<file path="src/rtl/parity_frame_engine.sv">
// -----------------------------------------------------------------------------
// parity_frame_engine
//
// Registered parity generator/checker. Each DATA_W-bit word is reduced to one
// parity bit. The result covers either a single word or a whole multi-beat
// frame. In check mode the result is compared against an expected bit, and
// mismatches are counted in a saturating counter.
//
// Parameters:
//   DATA_W  input word width (>= 2)
//   CNT_W   error counter width (>= 1)
//
// Ports:
//   clk        clock; all state updates on the rising edge
//   rst        asynchronous, active-high reset
//   in_valid   beat qualifier
//   in_data    data word
//   in_last    last beat of a frame (frame modes only)
//   mode       00 word-generate, 01 frame-generate, 10 frame-check, 11 = 00
//   odd_sel    0 even parity, 1 odd parity
//   exp_par    expected parity, used on the closing beat of a check frame
//   clr_cnt    synchronous clear of err_cnt; wins over an increment
//   out_valid  one-cycle strobe qualifying out_par / out_err
//   out_par    computed parity (holds while out_valid is low)
//   out_err    check-mode mismatch flag (holds while out_valid is low)
//   err_cnt    saturating mismatch count
//   busy       a multi-beat frame is in progress
//
// Optional build macro:
//   PARITY_PIPE_EN  Splits the word reduction into two register stages
//                   (lower/upper half of in_data). Latency becomes 2 cycles.
//                   Throughput and busy timing are unchanged. err_cnt follows
//                   the delayed strobe.
// -----------------------------------------------------------------------------
module parity_frame_engine #(
  parameter int DATA_W = 10,
  parameter int CNT_W  = 8
) (
  input  logic              clk,
  input  logic              rst,
  input  logic              in_valid,
  input  logic [DATA_W-1:0] in_data,
  input  logic              in_last,
  input  logic [1:0]        mode,
  input  logic              odd_sel,
  input  logic              exp_par,
  input  logic              clr_cnt,
  output logic              out_valid,
  output logic              out_par,
  output logic              out_err,
  output logic [CNT_W-1:0]  err_cnt,
  output logic              busy
);

  typedef enum logic {IDLE = 1'b0, ACCUM = 1'b1} state_t;

  localparam int                LO_W     = DATA_W / 2;
  localparam logic [CNT_W-1:0]  CNT_MAX  = '1;

  state_t state, state_nxt;
  logic   frm_odd, frm_chk;
  logic   frame_mode;

  // Modes 01 and 10 are the frame modes. Modes 00 and 11 both act as word mode.
  assign frame_mode = mode[0] ^ mode[1];

  // ---------------------------------------------------------------------------
  // FSM: state register / next-state / outputs
  // ---------------------------------------------------------------------------
  // NOTE: sequential state uses non-blocking (<=) so every flop samples
  // pre-edge values regardless of process evaluation order.
  always_ff @(posedge clk or posedge rst) begin
    if (rst) state <= IDLE;
    else     state <= state_nxt;
  end

  // NOTE: every always_comb output gets a default first, so no path can
  // leave it unassigned and infer a latch.
  always_comb begin
    state_nxt = state;
    case (state)
      IDLE:    if (in_valid && frame_mode && !in_last) state_nxt = ACCUM;
      ACCUM:   if (in_valid && in_last)                state_nxt = IDLE;
      default: state_nxt = IDLE;
    endcase
  end

  always_comb begin
    busy = (state == ACCUM);
  end

  // Frame attributes are frozen on the first beat. The mode and odd_sel inputs
  // are ignored for the remainder of the frame.
  always_ff @(posedge clk or posedge rst) begin
    if (rst) begin
      frm_odd <= 1'b0;
      frm_chk <= 1'b0;
    end else if (state == IDLE && in_valid && frame_mode && !in_last) begin
      frm_odd <= odd_sel;
      frm_chk <= (mode == 2'b10);
    end
  end

  // ---------------------------------------------------------------------------
  // Beat decode: what this beat means for the accumulator/result stage
  // ---------------------------------------------------------------------------
  logic b_start, b_done, b_odd, b_chk, b_lo, b_hi;

  always_comb begin
    b_start = (state == IDLE);  // beat opens a fresh result (acc restarts)
    b_done  = 1'b0;
    b_odd   = odd_sel;
    b_chk   = (mode == 2'b10);
    if (state == ACCUM) begin
      b_done = in_valid && in_last;
      b_odd  = frm_odd;
      b_chk  = frm_chk;
    end else begin
      b_done = in_valid && (!frame_mode || in_last);
    end
  end

  assign b_lo = ^in_data[LO_W-1:0];
  assign b_hi = ^in_data[DATA_W-1:LO_W];

  // Signals seen by the result stage, either registered once or taken direct.
  logic s_valid, s_start, s_done, s_odd, s_chk, s_exp, s_lo, s_hi;

`ifdef PARITY_PIPE_EN
  always_ff @(posedge clk or posedge rst) begin
    if (rst) begin
      s_valid <= 1'b0;
      s_start <= 1'b0;
      s_done  <= 1'b0;
      s_odd   <= 1'b0;
      s_chk   <= 1'b0;
      s_exp   <= 1'b0;
      s_lo    <= 1'b0;
      s_hi    <= 1'b0;
    end else begin
      s_valid <= in_valid;
      s_start <= b_start;
      s_done  <= b_done;
      s_odd   <= b_odd;
      s_chk   <= b_chk;
      s_exp   <= exp_par;
      s_lo    <= b_lo;
      s_hi    <= b_hi;
    end
  end
`else
  assign s_valid = in_valid;
  assign s_start = b_start;
  assign s_done  = b_done;
  assign s_odd   = b_odd;
  assign s_chk   = b_chk;
  assign s_exp   = exp_par;
  assign s_lo    = b_lo;
  assign s_hi    = b_hi;
`endif

  // ---------------------------------------------------------------------------
  // Accumulator and registered result
  // ---------------------------------------------------------------------------
  logic acc, res, par_nxt, err_nxt;

  assign res     = (s_start ? 1'b0 : acc) ^ s_lo ^ s_hi;
  assign par_nxt = res ^ s_odd;
  assign err_nxt = s_chk && (par_nxt != s_exp);

  always_ff @(posedge clk or posedge rst) begin
    if (rst) begin
      acc       <= 1'b0;
      out_valid <= 1'b0;
      out_par   <= 1'b0;
      out_err   <= 1'b0;
    end else begin
      out_valid <= s_valid && s_done;
      if (s_valid) acc <= res;
      if (s_valid && s_done) begin
        out_par <= par_nxt;
        out_err <= err_nxt;
      end
    end
  end

  always_ff @(posedge clk or posedge rst) begin
    if (rst)
      err_cnt <= '0;
    else if (clr_cnt)
      err_cnt <= '0;
    else if (s_valid && s_done && err_nxt && err_cnt != CNT_MAX)
      err_cnt <= err_cnt + CNT_W'(1);
  end

endmodule
</file>
<file path="config.mk">
export PLATFORM = sky130hd
export DESIGN_NAME = parity_frame_engine
export DESIGN_NICKNAME = d
export VERILOG_FILES = /design/src/rtl/parity_frame_engine.sv
export SDC_FILE = /design/constraint.sdc
export NUM_CORES = 1
export LEC_CHECK = 0
export BUFFER_PORTS_ARGS = -buffer_cell sky130_fd_sc_hd__buf_4
export CORE_ASPECT_RATIO = 1.4
export CORE_MARGIN = 2
export CORE_UTILIZATION = 49
export DETAILED_ROUTE_END_ITERATION = 8
export GPL_TIMING_DRIVEN = 0
export HOLD_SLACK_MARGIN = 0.05
export PLACE_DENSITY = 0.88
export SYNTH_ARGS = -nofsm -noshare
export SYNTH_HDL_FRONTEND = slang
export SYNTH_SLANG_ARGS = --single-unit
</file>
<file path="constraint.sdc">
create_clock -name clk -period 2.7 [get_ports clk]
set_input_delay 0.675 -clock clk [delete_from_list [all_inputs] [get_ports clk]]
set_output_delay 0.675 -clock clk [all_outputs]
set_load 0.02 [all_outputs]
</file>
==> results.toml <==
[detailed_routing]
ant_nets = 0
vias = 813
routed_via_density = 5.685
first_iter_violations = 17
first_pass_iters = 4
drcViolationCount = 0
wirelength_um = 2086
wire_per_inst_um = 14.59

[worst_setup_path]
reg2reg_from = "busy"
rrSetupSlack_ns = 0.30
startpoint_type = "flip-flop"
slowest_stage = "dfrtp_1"
critPathKind = "flip-flop to flip-flop"
worstSetupEndpointType = "flip-flop"
crit_path_cell_trace = "nand2_1 > xnor2_1 > xnor3_2 > xnor2_2 > buf_6 > or4_1 > a21oi_1"
slowest_delay_ns = 0.49
reg2reg_depth = 7
worstPathRequired_ns = 2.93
worst-path-max-fanout = 10
cp.arrival_ns = 2.63
r2r_end = "err_cnt[3]"

[logic_synthesis]
ys_seq_area_frac = 0.3812
yosys-top-cells-area = "dfrtp_1 (38%), xnor2_1 (7.1%), mux2_2 (5.7%)"
synth_edf_count = 0
synthDistinctLibCells = 28
synth_cells = 89
synth.most_common_cell = "dfrtp_1"
ys_ff_latch = 15
syn_area_per_cell_um2 = 11.06
async_reset_ff_frac = 1.000
ys.warnings.count = 0
synth_fa_ha_area_frac = 0.02541
synth_mux_area_frac = 0.06734
synth_top_area_frac = 0.3812
synth_compound_area_frac = 0.1385
synth_area_leader_cell = "dfrtp_1"
syn-num-nets = 110
synth_top_family_by_area = "XOR/XNOR gates"
synth_area_um2 = 984.7
synthTopCellsByCount = "dfrtp_1 (15), a21oi_1 (9), xnor2_1 (8)"
ys.flop_type = "dfrtp_1"
synth-simple-area-share = 0.1347
synth_xor_xnor_area_share = 0.2008

[floorplanning]
pin_count = 31
initial_core_util = 0.5114
die_w_um = 41.89
core_mm2 = 0.001926
std_cell_rows = 19
dieArea_mm2 = 0.002389
fp.dieH_um = 57.04

[cts]
cts.htree.levels = 1
cts-root-buf = "clkbuf_4"
clk_latency_ns = 0.30
cts_setup_buffers = 0
ctsHoldBuffers = 0
cts_buffers = 3
clockBufferDepth = 2
cts.sinks = 15
cts_resized = 0
cts_tree = "yes"
clkSlewWorstSetupHoldPaths_ns = 0.09

[finish]
final_layout_size_suffix_gt1_frac = 0.4016
design_area_mm2 = 0.001256
syn_to_final_growth_pct = 27.57
stdcell_count = 143
fill_cells = 142
nets = 144
diodes = 0

[sta]
finalWorstSetupSlack_ns = 0.2994
worstMarginPinSlew_ns = 0.5333
setup-tns-final_ns = 0
max_freq_ghz = 0.4166
hold_ws_ns = 0.4234
post-route-period-util = 0.8891
rsz0062_at_grt = "false"
hold_viol = 0
skew_ns = 0.003278
period_minus_slack_ns = 2.401
setup_viol = 0
slew_viol_final = 0
max_slew_margin = 0.6343

[global_routing]
grt_pass1_wl_um = 3263
antenna_found_initial = 0
gr-total-overflow = 0
grt.total_usage = 0.1833
grt_max_degree = 16
grt_pass1_vias = 742

[pwr]
p_leak_nw = 0.5882
power.density_mw_per_mm2 = 654.4
ir_drop_mv = 0.5592

[placed_design]
io_buffers = 29
dpl_cell_area_mm2 = 0.001229
place_ws_ns = 0.01000
dp_cells = 139
gp_congestion = 0.7803
place_hpwl_um = 1629

[status]
status = "finished clean"

[run]
max_cap_violations = 0

[hold_path]
hp-class = "input port to asynchronous set/reset pin"
-- power by group --
part	switching [mW]	total, mW	internal (mW)
Combinational	0.192	0.404	0.212
Clock	0.0803	0.136	0.0553
Sequential	0.0238	0.282	0.258
-- layer usage --
metal | vias up | global-route usage | share of wire
li1 | 391 | - | -
met2 | 26 | 0.3415 | 0.58
met4 | 0 | 0.1060 | 0.022
met1 | 392 | 0.1897 | 0.35
met3 | 4 | 0.02848 | 0.046
met5 | - | 0 | 0
-- cell families (layout without fill, tap and decap cells) --
logic type	Yosys count	after routing
adder cells (fa/ha/maj)	2	2
AND/OR/NAND/NOR	23	23
flip-flops	15	15
multiplexers	6	6
AO/OA/AOI/OAI	22	22
buffers and inverters	7	40
XOR/XNOR	14	14
-- how the worst max path moves through the flow --
| stage | end | depth (start not counted) | startpoint |
|---|---|---|---|
| 2_1_floorplan | err_cnt[3] | 7 | in_data[2] |
| 3_3_place_gp | err_cnt[3] | 8 | in_data[6] |
| 3_5_place_dp | err_cnt[3] | 8 | in_data[2] |
| 4_1_cts | err_cnt[3] | 7 | busy |
| 5_1_grt | err_cnt[3] | 7 | busy |
| 6_report | err_cnt[3] | 7 | busy |
-- placed cells by master (no fill, tap or decap), drive strengths merged, types with 2 or more instances in the layout --
| master | count |
|---|---|
| a21oi | 9 |
| buf | 31 |
| clkbuf | 4 |
| dfrtp | 15 |
| ha | 2 |
| inv | 4 |
| mux2 | 5 |
| nand2 | 5 |
| nand3 | 5 |
| nor2b | 2 |
| o21ai | 5 |
| o31ai | 5 |
| or4 | 5 |
| xnor2 | 12 |
-- layout make-up --
class / count / area [um^2] / area share
plain buffers: 3 / 36.28 / 0.02888
multi-input cells: 67 / 558.0 / 0.4442
repair buffers: 29 / 217.7 / 0.1733
clock buffers: 3 / 22.52 / 0.01793
well taps: 21 / 26.28 / 0.02092
flip-flops and latches: 15 / 375.4 / 0.2988
inverters: 4 / 15.01 / 0.01195
clock inverters: 1 / 5.005 / 0.003984
-- state kept, by name, indices dropped and copies added, names as in the netlist --
name       count
out_valid      1
frm_odd        1
out_par        1
acc            1
out_err        1
err_cnt        8
frm_chk        1
busy           1
-- per-stage QoR --
stage | power [mW] | utilization
floorplan | 0.5869 | -
finish | 0.8221 | 0.6524
global placement | 0.6813 | 0.6381
CTS | 0.8269 | 0.6524
global route | 0.8562 | 0.6524
detailed placement | 0.6928 | 0.6381
-- worst max-delay path: cells and delay by family (launching register included) --
kind / cells / cell delay, ns
compound gates: 1 / 0.15
xor+xnor: 3 / 0.92
buf+inv: 1 / 0.16
flops: 1 / 0.49
simple gates: 2 / 0.62
(Power assumes the default switching activity.)
